### src/rtl/uart_pkg.sv
// Shared UART definitions: FSM state encoding, parity-type constants and the
// default payload width. The Rx path imports the same package.
package uart_pkg;

   localparam int UART_DATA_WIDTH = 8;

   localparam logic PAR_EVEN = 1'b0;
   localparam logic PAR_ODD  = 1'b1;

   typedef enum logic [2:0] {
      IDLE   = 3'd0,
      START  = 3'd1,
      DATA   = 3'd2,
      PARITY = 3'd3,
      STOP   = 3'd4
   } uart_state_e;

endpackage

### src/rtl/parity_calc.sv
// Parity generator shared by the Tx serializer and the Rx parity checker.
// Even parity makes the total count of ones even; odd parity inverts that bit.
module parity_calc
   import uart_pkg::*;
#(
   parameter int DATA_WIDTH = UART_DATA_WIDTH
) (
   input  logic [DATA_WIDTH-1:0] data,
   input  logic                  par_typ,
   output logic                  par_bit
);

   assign par_bit = (par_typ == PAR_ODD) ? ~(^data) : (^data);

endmodule

### src/rtl/uart_tx.sv
// UART transmitter: one CLK period per bit, frame = start, data LSB first,
// optional parity, stop. TX_OUT and Busy are registered outputs.
//
//   state  | meaning
//   -------+------------------------------------------------------------
//   IDLE   | line high, waiting for Data_Valid
//   START  | start bit (low) on the line
//   DATA   | data bit bit_cnt on the line, DATA_WIDTH cycles
//   PARITY | parity bit on the line (only when latched PAR_EN = 1)
//   STOP   | stop bit (high) on the line; Busy drops on leaving
module uart_tx
   import uart_pkg::*;
#(
   parameter int DATA_WIDTH = UART_DATA_WIDTH
) (
   input  logic                  CLK,
   input  logic                  RST,
   input  logic [DATA_WIDTH-1:0] P_DATA,
   input  logic                  Data_Valid,
   input  logic                  PAR_EN,
   input  logic                  PAR_TYP,
   output logic                  TX_OUT,
   output logic                  Busy
);

   localparam int              CW       = (DATA_WIDTH > 1) ? $clog2(DATA_WIDTH) : 1;
   localparam logic [CW-1:0]   LAST_IDX = CW'(DATA_WIDTH - 1);

   uart_state_e           state;
   uart_state_e           state_nxt;
   logic [DATA_WIDTH-1:0] data_q;
   logic                  par_en_q;
   logic                  par_typ_q;
   logic [CW-1:0]         bit_cnt;
   logic [CW-1:0]         bit_cnt_nxt;
   logic                  par_bit;
   logic                  tx_nxt;
   logic                  busy_nxt;
   logic                  accept;
   logic                  last_bit;

   assign accept   = (state == IDLE) && Data_Valid;
   // bit_cnt holds the index of the data bit currently on the line
   assign last_bit = (bit_cnt == LAST_IDX);

   parity_calc #(
      .DATA_WIDTH (DATA_WIDTH)
   ) u_parity_calc (
      .data    (data_q),
      .par_typ (par_typ_q),
      .par_bit (par_bit)
   );

   // State register
   always_ff @(posedge CLK or negedge RST) begin
      if (!RST) begin
         state <= IDLE;
      end else begin
         state <= state_nxt;
      end
   end

   // Payload/config capture at acceptance and bit index counter
   always_ff @(posedge CLK or negedge RST) begin
      if (!RST) begin
         data_q    <= '0;
         par_en_q  <= 1'b0;
         par_typ_q <= 1'b0;
         bit_cnt   <= '0;
      end else begin
         if (accept) begin
            data_q    <= P_DATA;
            par_en_q  <= PAR_EN;
            par_typ_q <= PAR_TYP;
         end
         bit_cnt <= bit_cnt_nxt;
      end
   end

   // Registered line outputs, so the line never glitches on state decode
   always_ff @(posedge CLK or negedge RST) begin
      if (!RST) begin
         TX_OUT <= 1'b1;
         Busy   <= 1'b0;
      end else begin
         TX_OUT <= tx_nxt;
         Busy   <= busy_nxt;
      end
   end

   // Next-state decode
   always_comb begin
      state_nxt = state;
      case (state)
         IDLE:    if (Data_Valid) state_nxt = START;
         START:   state_nxt = DATA;
         DATA:    if (last_bit) state_nxt = par_en_q ? PARITY : STOP;
         PARITY:  state_nxt = STOP;
         STOP:    state_nxt = IDLE;
         default: state_nxt = IDLE;
      endcase
   end

   // Serializer mux: value the line takes on the coming edge, plus counter step
   always_comb begin
      tx_nxt      = 1'b1;
      busy_nxt    = 1'b1;
      bit_cnt_nxt = bit_cnt;
      case (state)
         IDLE: begin
            tx_nxt      = ~Data_Valid;
            busy_nxt    = Data_Valid;
            bit_cnt_nxt = '0;
         end
         START: begin
            tx_nxt = data_q[0];
         end
         DATA: begin
            if (last_bit) begin
               tx_nxt      = par_en_q ? par_bit : 1'b1;
               bit_cnt_nxt = '0;
            end else begin
               bit_cnt_nxt = bit_cnt + CW'(1);
               tx_nxt      = data_q[bit_cnt_nxt];
            end
         end
         PARITY: begin
            tx_nxt = 1'b1;
         end
         STOP: begin
            busy_nxt = 1'b0;
         end
         default: begin
            busy_nxt    = 1'b0;
            bit_cnt_nxt = '0;
         end
      endcase
   end

endmodule

### config.mk
export PLATFORM = sky130hd
export DESIGN_NAME = uart_tx
export DESIGN_NICKNAME = d
export VERILOG_FILES = /design/src/rtl/uart_pkg.sv /design/src/rtl/parity_calc.sv /design/src/rtl/uart_tx.sv
export SDC_FILE = /design/constraint.sdc
export NUM_CORES = 1
export LEC_CHECK = 0
export CORE_MARGIN = 2
export CORE_UTILIZATION = 56
export DETAILED_ROUTE_END_ITERATION = 10
export MAX_ROUTING_LAYER = met4
export PLACE_DENSITY = 0.93
export SLEW_MARGIN = 15
export SYNTH_ARGS = -nofsm -noshare
export SYNTH_HDL_FRONTEND = slang
export SYNTH_HIERARCHICAL = 1
export SYNTH_SLANG_ARGS = --single-unit
### constraint.sdc
create_clock -name CLK -period 4.47 [get_ports CLK]
set_input_delay 0.447 -clock CLK [delete_from_list [all_inputs] [get_ports CLK]]
set_output_delay 0.447 -clock CLK [all_outputs]
set_load 0.05 [all_outputs]
Yosys cells after proc, flatten, opt, wreduce, memory -nomap -nowiden:

Cells that the tools add are included.

* bits in latches: 0
* logic and storage cells: 37
* memories kept: 0
* output and inout bits: 2
* register bits: 18
* ROM bits: 0
* input bits: 13
* RAM bits: 0

* reduce and logical (&&, ||, !) cells: 6
* multiply operators: 0
* shifts and indexed selects: 0
* add/sub/neg operators: 1
* equal/unequal tests: 7
* order comparisons: 1
* divide/modulo/power cells: 0
* mux-type cells: 13
* bitwise operators: 2

Operators by type and width (number)
* 2-to-1 mux 3 bit: 4
* one-hot mux 3 bit (4 select lines): 1
* XOR reduction 8 bit: 1
* equality test 3 x 2 -> 1 bit (second input constant): 2
* equality test 3 bit (second input constant): 2
* one-hot mux 3 bit (2 select lines): 1
* OR reduction 3 bit: 2
* less-than comparator 3 x 4 -> 1 bit (second input constant): 1
* 2-to-1 mux 1 bit: 4
* != test 2 bit (second input constant): 2
* adder 3 x 1 -> 3 bit (second input constant): 1
* binary-select mux 1 bit (select 3 bit): 1
* equality test 3 x 1 -> 1 bit (second input constant): 1
* zero test 3 bit: 1
* one-hot mux 1 bit (3 select lines): 1
* inverter 1 bit: 2
* one-hot mux 1 bit (2 select lines): 1
* AND reduction 2 bit: 1
* logical AND 1 bit: 1

Depth between registers and ports, before layout:

Gate-level depths: netlist of the first run.

* word-level depth: 6
* gate-level depth with buffers: 5
* mapped depth without buffers: 5

Cells and area by module:

Netlist of the first run, hierarchy kept.

Modules (own cells, without submodules)
* uart_tx: sequential area each 451.7 µm², instances 1, area an instance 963.4 µm², cells each 75
* parity_calc: sequential area each 0.0 µm², instances 1, area an instance 82.6 µm², cells each 7

Least setup slack after synthesis of the first run:

Ideal clock, no wire load.

* kind: register -> register
* start: register data_q[4]
* end: register TX_OUT
* cell stages (with the launch flop): 6
* setup time: 75 ps
* clock period less this slack: 1502 ps
* setup slack: 2968 ps
* arrival: 1427 ps
* path buffers: 0
* data required time: 4395 ps
* cell sequence: dfrtp_1 -> xnor2_1 -> xnor3_1 -> xnor2_1 -> o21ai_0 -> o211ai_2

* cells in the longest elaborated chain, start to end: 6
* elaborated cells on any way between the ends: 8
* classes of those cells: 6 x mux; 1 x bitwise; 1 x reduce/logical

RTL lines
* from (decl): RTL line uart_tx.sv:31 `logic [DATA_WIDTH-1:0] data_q;`
* from (signal assigned): RTL line uart_tx.sv:66 `data_q <= '0;`
* from (signal assigned): RTL line uart_tx.sv:72 `data_q <= P_DATA;`
* XOR reduction 8 bit *: RTL line parity_calc.sv:13 `assign par_bit = (par_typ == PAR_ODD) ? ~(^data) : (^data);`
* inverter 1 bit: RTL line parity_calc.sv:13
* 2-to-1 mux 1 bit *: RTL line parity_calc.sv:13
* net par_bit: RTL line uart_tx.sv:36 `logic par_bit;`
* 2-to-1 mux 1 bit *: RTL line uart_tx.sv:120 `tx_nxt = par_en_q ? par_bit : 1'b1;`
* 2-to-1 mux 1 bit *: RTL line uart_tx.sv:119 `if (last_bit) begin`
* one-hot mux 1 bit (3 select lines) *: RTL line uart_tx.sv:109 `case (state)`
* net tx_nxt: RTL line uart_tx.sv:37 `logic tx_nxt;`
* to (signal assigned): RTL line uart_tx.sv:86 `TX_OUT <= tx_nxt;`
* to (decl): RTL line uart_tx.sv:22 `output logic TX_OUT,`

Mark *: on every way through the listed nets, which the timed path passes. The rest lies on a longest branch. The select of a mux whose other input is x is not followed.
A chain may end at the register's enable or synchronous reset.

Final worst setup path of the first run:

* start: input Data_Valid
* end: register data_q[2]

* cells in the longest elaborated chain, start to end: 1

RTL lines
* from (decl): RTL line uart_tx.sv:19 `input logic Data_Valid,`
* logical AND 1 bit: RTL line uart_tx.sv:42 `assign accept = (state == IDLE) && Data_Valid;`

Every way passes these cells.

==> qor.yml, run 1 <==
critical_path.startpoint_type: "input port"
tightest_slew_ns: 1.04
coreArea_um2: 1750
place_ws_ns: 2.05
drive_above_1_share_pct: 24.2
rr_startpoint: "state[1]"
arrival_ns: 2.29
drc_errors: 0
register_area_um2: 452
worstPathRequired_ns: 4.66
route.detailed.wl_per_inst_um: 14.6
clock_pin_slew_on_the_worst_setup_and_hold_paths_ns: 0.10
diodes: 0
critical_path_peak_fanout: 10
slew_viol_final: 0
final_count_of_negative_setup_slack_endpoints: 0
timing.final.ws_setup_ns: 2.37
cts.hold.buffers_added: 0
drt_iter0_drc: 7
minimum_setup_slack_among_reg_to_reg_paths_ns: 2.53
netlist_top_cells_area: "dfrtp_1, mux2_4, xnor2_1, buf_6, dfstp_2"
first_global_vias: 633
netsw_uw: 342
seqPwrFrac_pct: 36.4
critical_path.reg2reg.endpoint: "data_q[2]"
worst-setup-path-type: "input port to flip-flop"
gate_count_of_the_mapped_netlist: 82
dpl.hpwl_um: 1310
fillers: 127
hold_start: "bit_cnt[2]"
yosysSeqAreaShare_pct: 43.2
cts_max_level: 1
synth_area_leader_cell: "dfrtp_1"
io_buffers: 14
place_congestion: 0.743
p_sw_share_pct: 37.4
multiInputGateArea_um2: 544
route.vias.total: 658
layout_common_cells: "dfrtp_1, clkdlybuf4s50_1, mux2_4, nand2_1"
min_path_cells: 2
cts_sinks: 18
max_clk_rate_ghz: 0.476
cell_internal_power_uw: 572
cell_area_synth_um2: 1050
hp-class: "flip-flop to flip-flop"
postCtsResizedCells: 0
finish.net_count: 111
instances_no_fill: 120
clk-insertion-delay-late_ns: 0.30
first_pass_grt_wire_length_um: 2790
first_pass_iters: 4
die_y_um: 47.2
die_x_um: 47.2
die_area_um2: 2230
synth_largest_type_area_fraction_pct: 40.7
post-cts-setup-buffers: 0
reg2regPathDepth: 3
grt.total_usage_pct: 19.3
synthesis.area_per_instance_um2: 12.8
wirelength_um: 1750
power_density_cells_nw_per_um2: 754
grt_start_max_net_pins: 19
leakage_uw: 0.000514
finClkSkew_ns: 0.00108
cts_buffer_depth: 2
hold_violations: 0
residual_overflow_from_global_routing: 0
p_comb_share_pct: 52.5
place.detailed.instances: 116
mostFrequentLayoutCell: "dfrtp_1"
start_util_pct: 59.9
antenna_found_initial: 0
antenna_left: 0
cap_viol_max_count: 0
tritoncts: "built"
floorplan.io_pins: 15
fin_hold_ws_ns: 0.540
fin_crit_sh_pct: 47.0
grt_setup_unrepaired: "false"
layout-area-overhead-vs-synth_pct: 15.8
timing.critical_path.to_type: "flip-flop"
numCtsBuffers: 3
synth-seq-cells: 18
hold_path_endpoint: "bit_cnt[2]"
post-route-min-period_ns: 2.10
run_status: "finished clean"
cts_root_buf: "clkbuf_4"
vdd.ir_drop.worst_uv: 471
synthDistinctLibCells: 32
yosys_warnings: 6
net_count_after_synthesis: 97
tns_ns: 0
power.clock.fraction_pct: 11.0
drt-vias-per-instance: 5.48
num_rows: 15
slew_headroom_pct: 30.3
[worst max-delay path by stage]
stage / endpoint / slack, ns / from
after global routing: data_q[0] / 2.26 / Data_Valid
final: data_q[2] / 2.37 / Data_Valid
after floorplan: TX_OUT / 2.97 / data_q[4]
after global placement: data_q[6] / 2.09 / Data_Valid
after CTS: data_q[2] / 2.38 / Data_Valid
after detailed placement: data_q[0] / 2.05 / Data_Valid
[layout make-up]
| type | count | area share, % |
|---|---|---|
| Timing Repair Buffer | 14 | 11.6 |
| Inverter | 2 | 0.620 |
| Tap cell | 25 | 2.58 |
| Sequential cell | 18 | 37.3 |
| Multi-Input combinational cell | 57 | 44.9 |
| Clock buffer | 4 | 3.00 |
[flip-flops by register name, indices dropped and copies added, names as in the netlist]
name and cells:
state 3, Busy 1, bit_cnt 3, par_en_q 1, TX_OUT 1, par_typ_q 1
data_q 8
[cells by family (layout without fill, tap and decap cells)]
logic type      Yosys count  after routing  synth area share [%]
fa+ha+maj                 2              2                  2.39
xor+xnor                  7              7                  7.89
compound gates           15             15                  10.9
simple gates             20             20                  12.4
flops                    18             18                  43.2
buf+inv                   7             20                  4.78
mux                      13             13                  18.4
[metal layers]
| layer | vias up | part of all wire [%] | global-route usage (%) |
|---|---|---|---|
| met5 | - | 0 | - |
| met4 | 0 | 1.3 | 6.67 |
| met3 | 2 | 4.1 | 4.62 |
| met2 | 16 | 54 | 31.6 |
| met1 | 318 | 41 | 23.0 |
| li1 | 322 | - | - |
[cell usage after synthesis]
cell type,number
dfrtp_1,17
mux2_4,10
nand2_1,5
nor2b_1,4
o21ai_0,4
xnor2_1,4
buf_6,3
a21oi_1,2
a22oi_1,2
ha_1,2
inv_1,2
mux2i_1,2
nand2b_1,2
nor2_1,2
nor3_1,2
nor3b_2,2
or3b_1,2
a31oi_1,1
a32oi_1,1
buf_2,1
clkbuf_1,1
dfstp_2,1
mux4_2,1
nor2b_4,1
o2111ai_2,1
o211ai_2,1
o21a_1,1
o21bai_1,1
o221a_2,1
xnor2_2,1
xnor3_1,1
xor2_1,1
[worst max-delay path, stage by stage]
cell,delay (ns)
clkdlybuf4s50_1,0.50
nor2b_4,0.15
nor3b_2,0.84
mux2_4,0.35
[stage by stage]
step / utilization (%) / power [uW] / instance area [um^2]
detailed placement: 67.3 / 815 / 1170
global route: 69.4 / 974 / 1210
floorplan: - / 742 / 1050
CTS: 69.4 / 918 / 1210
finish: 69.4 / 914 / 1210
global placement: 67.3 / 792 / 1170
[power by group through the flow]
stage | Clock, uW | Combinational [uW] | Sequential, uW
global placement | 0 | 462 | 330
finish | 101 | 480 | 333
detailed placement | 0 | 480 | 335
floorplan | 0 | 419 | 324
global route | 109 | 518 | 346
CTS | 102 | 483 | 333
(Power assumes the default switching activity.)
==> run 2: changes to the inputs <==
--- a/config.mk
+++ b/config.mk
@@ -6,10 +6,10 @@
 export NUM_CORES = 1
 export LEC_CHECK = 0
 export CORE_MARGIN = 2
-export CORE_UTILIZATION = 56
+export CORE_UTILIZATION = 52
 export DETAILED_ROUTE_END_ITERATION = 10
 export MAX_ROUTING_LAYER = met4
-export PLACE_DENSITY = 0.93
+export PLACE_DENSITY = 0.88
 export SLEW_MARGIN = 15
 export SYNTH_ARGS = -nofsm -noshare
 export SYNTH_HDL_FRONTEND = slang
==> constraint.sdc (replaced) <==
create_clock -name CLK -period 2.2 [get_ports CLK]
set_input_delay 0.22 -clock CLK [delete_from_list [all_inputs] [get_ports CLK]]
set_output_delay 0.22 -clock CLK [all_outputs]
set_load 0.05 [all_outputs]
==> qor.yml, run 2 (synthesis gave the netlist of run 1 again) <==
run_status: "finished clean"
wirelength_um: 1730  # -0.92%
cts_root_buf: "clkbuf_4"
coreArea_um2: 1920  # +10%
cts.hold.buffers_added: 0  # unchanged
drc_errors: 0  # unchanged
residual_overflow_from_global_routing: 0  # unchanged
cap_viol_max_count: 0  # unchanged
numCtsBuffers: 3  # unchanged
largest_registers: "data_q (8), bit_cnt (3), state (3)"
grt_setup_unrepaired: "false"
clock_pin_slew_on_the_worst_setup_and_hold_paths_ns: 0.11  # about the same
power_density_cells_nw_per_um2: 1500  # +99%
start_util_pct: 54.4  # -5.5 points
die_area_um2: 2390  # +7.0%
rr_startpoint: "bit_cnt[0]"
cp_slowest_stage_delay_ns: 0.78  # -0.06 ns
tightest_slew_ns: 0.760  # -0.282 ns
worst-setup-path-type: "flip-flop to output pin"
critical_path.startpoint_type: "flip-flop"
cts_sinks: 18  # unchanged
route.detailed.wl_per_inst_um: 14.1  # -3.3%
tritoncts: "built"
critical_path.cell_chain: "clkdlybuf4s50_1"
path_delay_family: "buffers and inverters"
layout_common_cells: "dfrtp_1, clkdlybuf4s50_1, mux2_4, nand2_1"
grt_start_max_net_pins: 19  # unchanged
final_count_of_negative_setup_slack_endpoints: 0  # unchanged
fin_util_pct: 63.0  # -6.4 points
drt_iter0_drc: 9  # +2
io_buffers: 14  # unchanged
cts_buffer_depth: 2  # unchanged
worst_path_max_delay_cell: "clkdlybuf4s50_1"
finish.net_count: 112  # +0.90%
mostFrequentLayoutCell: "dfrtp_1"
critical_path.reg2reg.endpoint: "TX_OUT"
num_rows: 16  # +1
critical_path_peak_fanout: 1  # -9
largest_register_ffs: 8  # unchanged
grt.total_usage_pct: 16.5  # -2.7 points
fin_crit_sh_pct: 82.6
postCtsResizedCells: 0  # unchanged
first_pass_grt_wire_length_um: 2930  # +4.9%
layout-area-overhead-vs-synth_pct: 15.8  # unchanged
drt-vias-per-instance: 5.35  # -2.4%
worstPathRequired_ns: 1.98  # -2.68 ns
finClkSkew_ns: 0.00784  # +0.00675 ns
max_clk_rate_ghz: 0.550
first_global_vias: 654  # +3.3%
post-cts-setup-buffers: 0  # unchanged
diodes: 0  # unchanged
slew_viol_final: 0  # unchanged
drive_above_1_share_pct: 24.0  # -0.25 points
slew_headroom_pct: 49.2  # +19 points
largest_register: "data_q"
clk-insertion-delay-late_ns: 0.30  # about the same
place_congestion: 0.800  # +7.7%
reg2regPathDepth: 5  # +2
post-route-min-period_ns: 1.82
critical_path_buf_inv_count: 1  # unchanged
hold_violations: 0  # unchanged
vdd.ir_drop.worst_uv: 748  # +59%
floorplan.io_pins: 15  # unchanged
antenna_left: 0  # unchanged
first_pass_iters: 4  # unchanged
cts_max_level: 1  # unchanged
leakage_uw: 0.000513  # -0.17%
tns_ns: 0  # unchanged
route.vias.total: 658  # unchanged
minimum_setup_slack_among_reg_to_reg_paths_ns: 0.44  # -2.09 ns
antenna_found_initial: 0  # unchanged
die_y_um: 48.9  # +3.5%
arrival_ns: 1.60  # -0.69 ns
dpl.hpwl_um: 1290  # -1.4%
die_x_um: 48.9  # +3.5%
hp-class: "input port to asynchronous set/reset pin"
timing.critical_path.to_type: "output pin"
run 2: worst max-delay path by stage:
stage / from / slack [ns] / endpoint / cells after the start
3_3_place_gp: bit_cnt[0] / 0.50 / TX_OUT / 5
3_5_place_dp: bit_cnt[0] / 0.46 / TX_OUT / 5
5_1_grt: TX_OUT / 0.35 / TX_OUT / 1
2_1_floorplan: data_q[4] / 0.70 / TX_OUT / 5
4_1_cts: TX_OUT / 0.37 / TX_OUT / 1
6_report: TX_OUT / 0.38 / TX_OUT / 1
run 2: routing by layer:
| layer | vias up | part of all wire, % | track usage, % |
|---|---|---|---|
| met4 | 0 | 1.8 | 9.52 |
| met1 | 321 | 47 | 21.9 |
| li1 | 320 | - | - |
| met2 | 13 | 48 | 24.9 |
| met3 | 4 | 2.6 | 1.84 |
| met5 | - | 0 | - |
run 2: where the power goes:
part           leakage (uW)  switching, uW  internal, uW
Clock             0.0000150            103          70.6
Sequential         0.000218            195           485
Combinational      0.000281            384           581
run 2: through the flow:
step,std cells,setup WS [ns],power [uW],area [um^2],hold WS (ns)
after floorplan,82,0.698,1510,1050,-0.0756
after detailed placement,119,0.457,1650,1180,0.517
after global placement,119,0.497,1610,1180,0.499
after CTS,123,0.372,1830,1210,0.385
after global routing,123,0.348,1930,1210,0.431
final,123,0.383,1820,1210,0.356
run 2: area by class of cell:
type	count	area, um^2
Clock buffer	4	26.3
Fill cell	159	711
Inverter	2	7.51
Multi-Input combinational cell	57	544
Sequential cell	18	452
Tap cell	27	33.8
Timing Repair Buffer	15	148
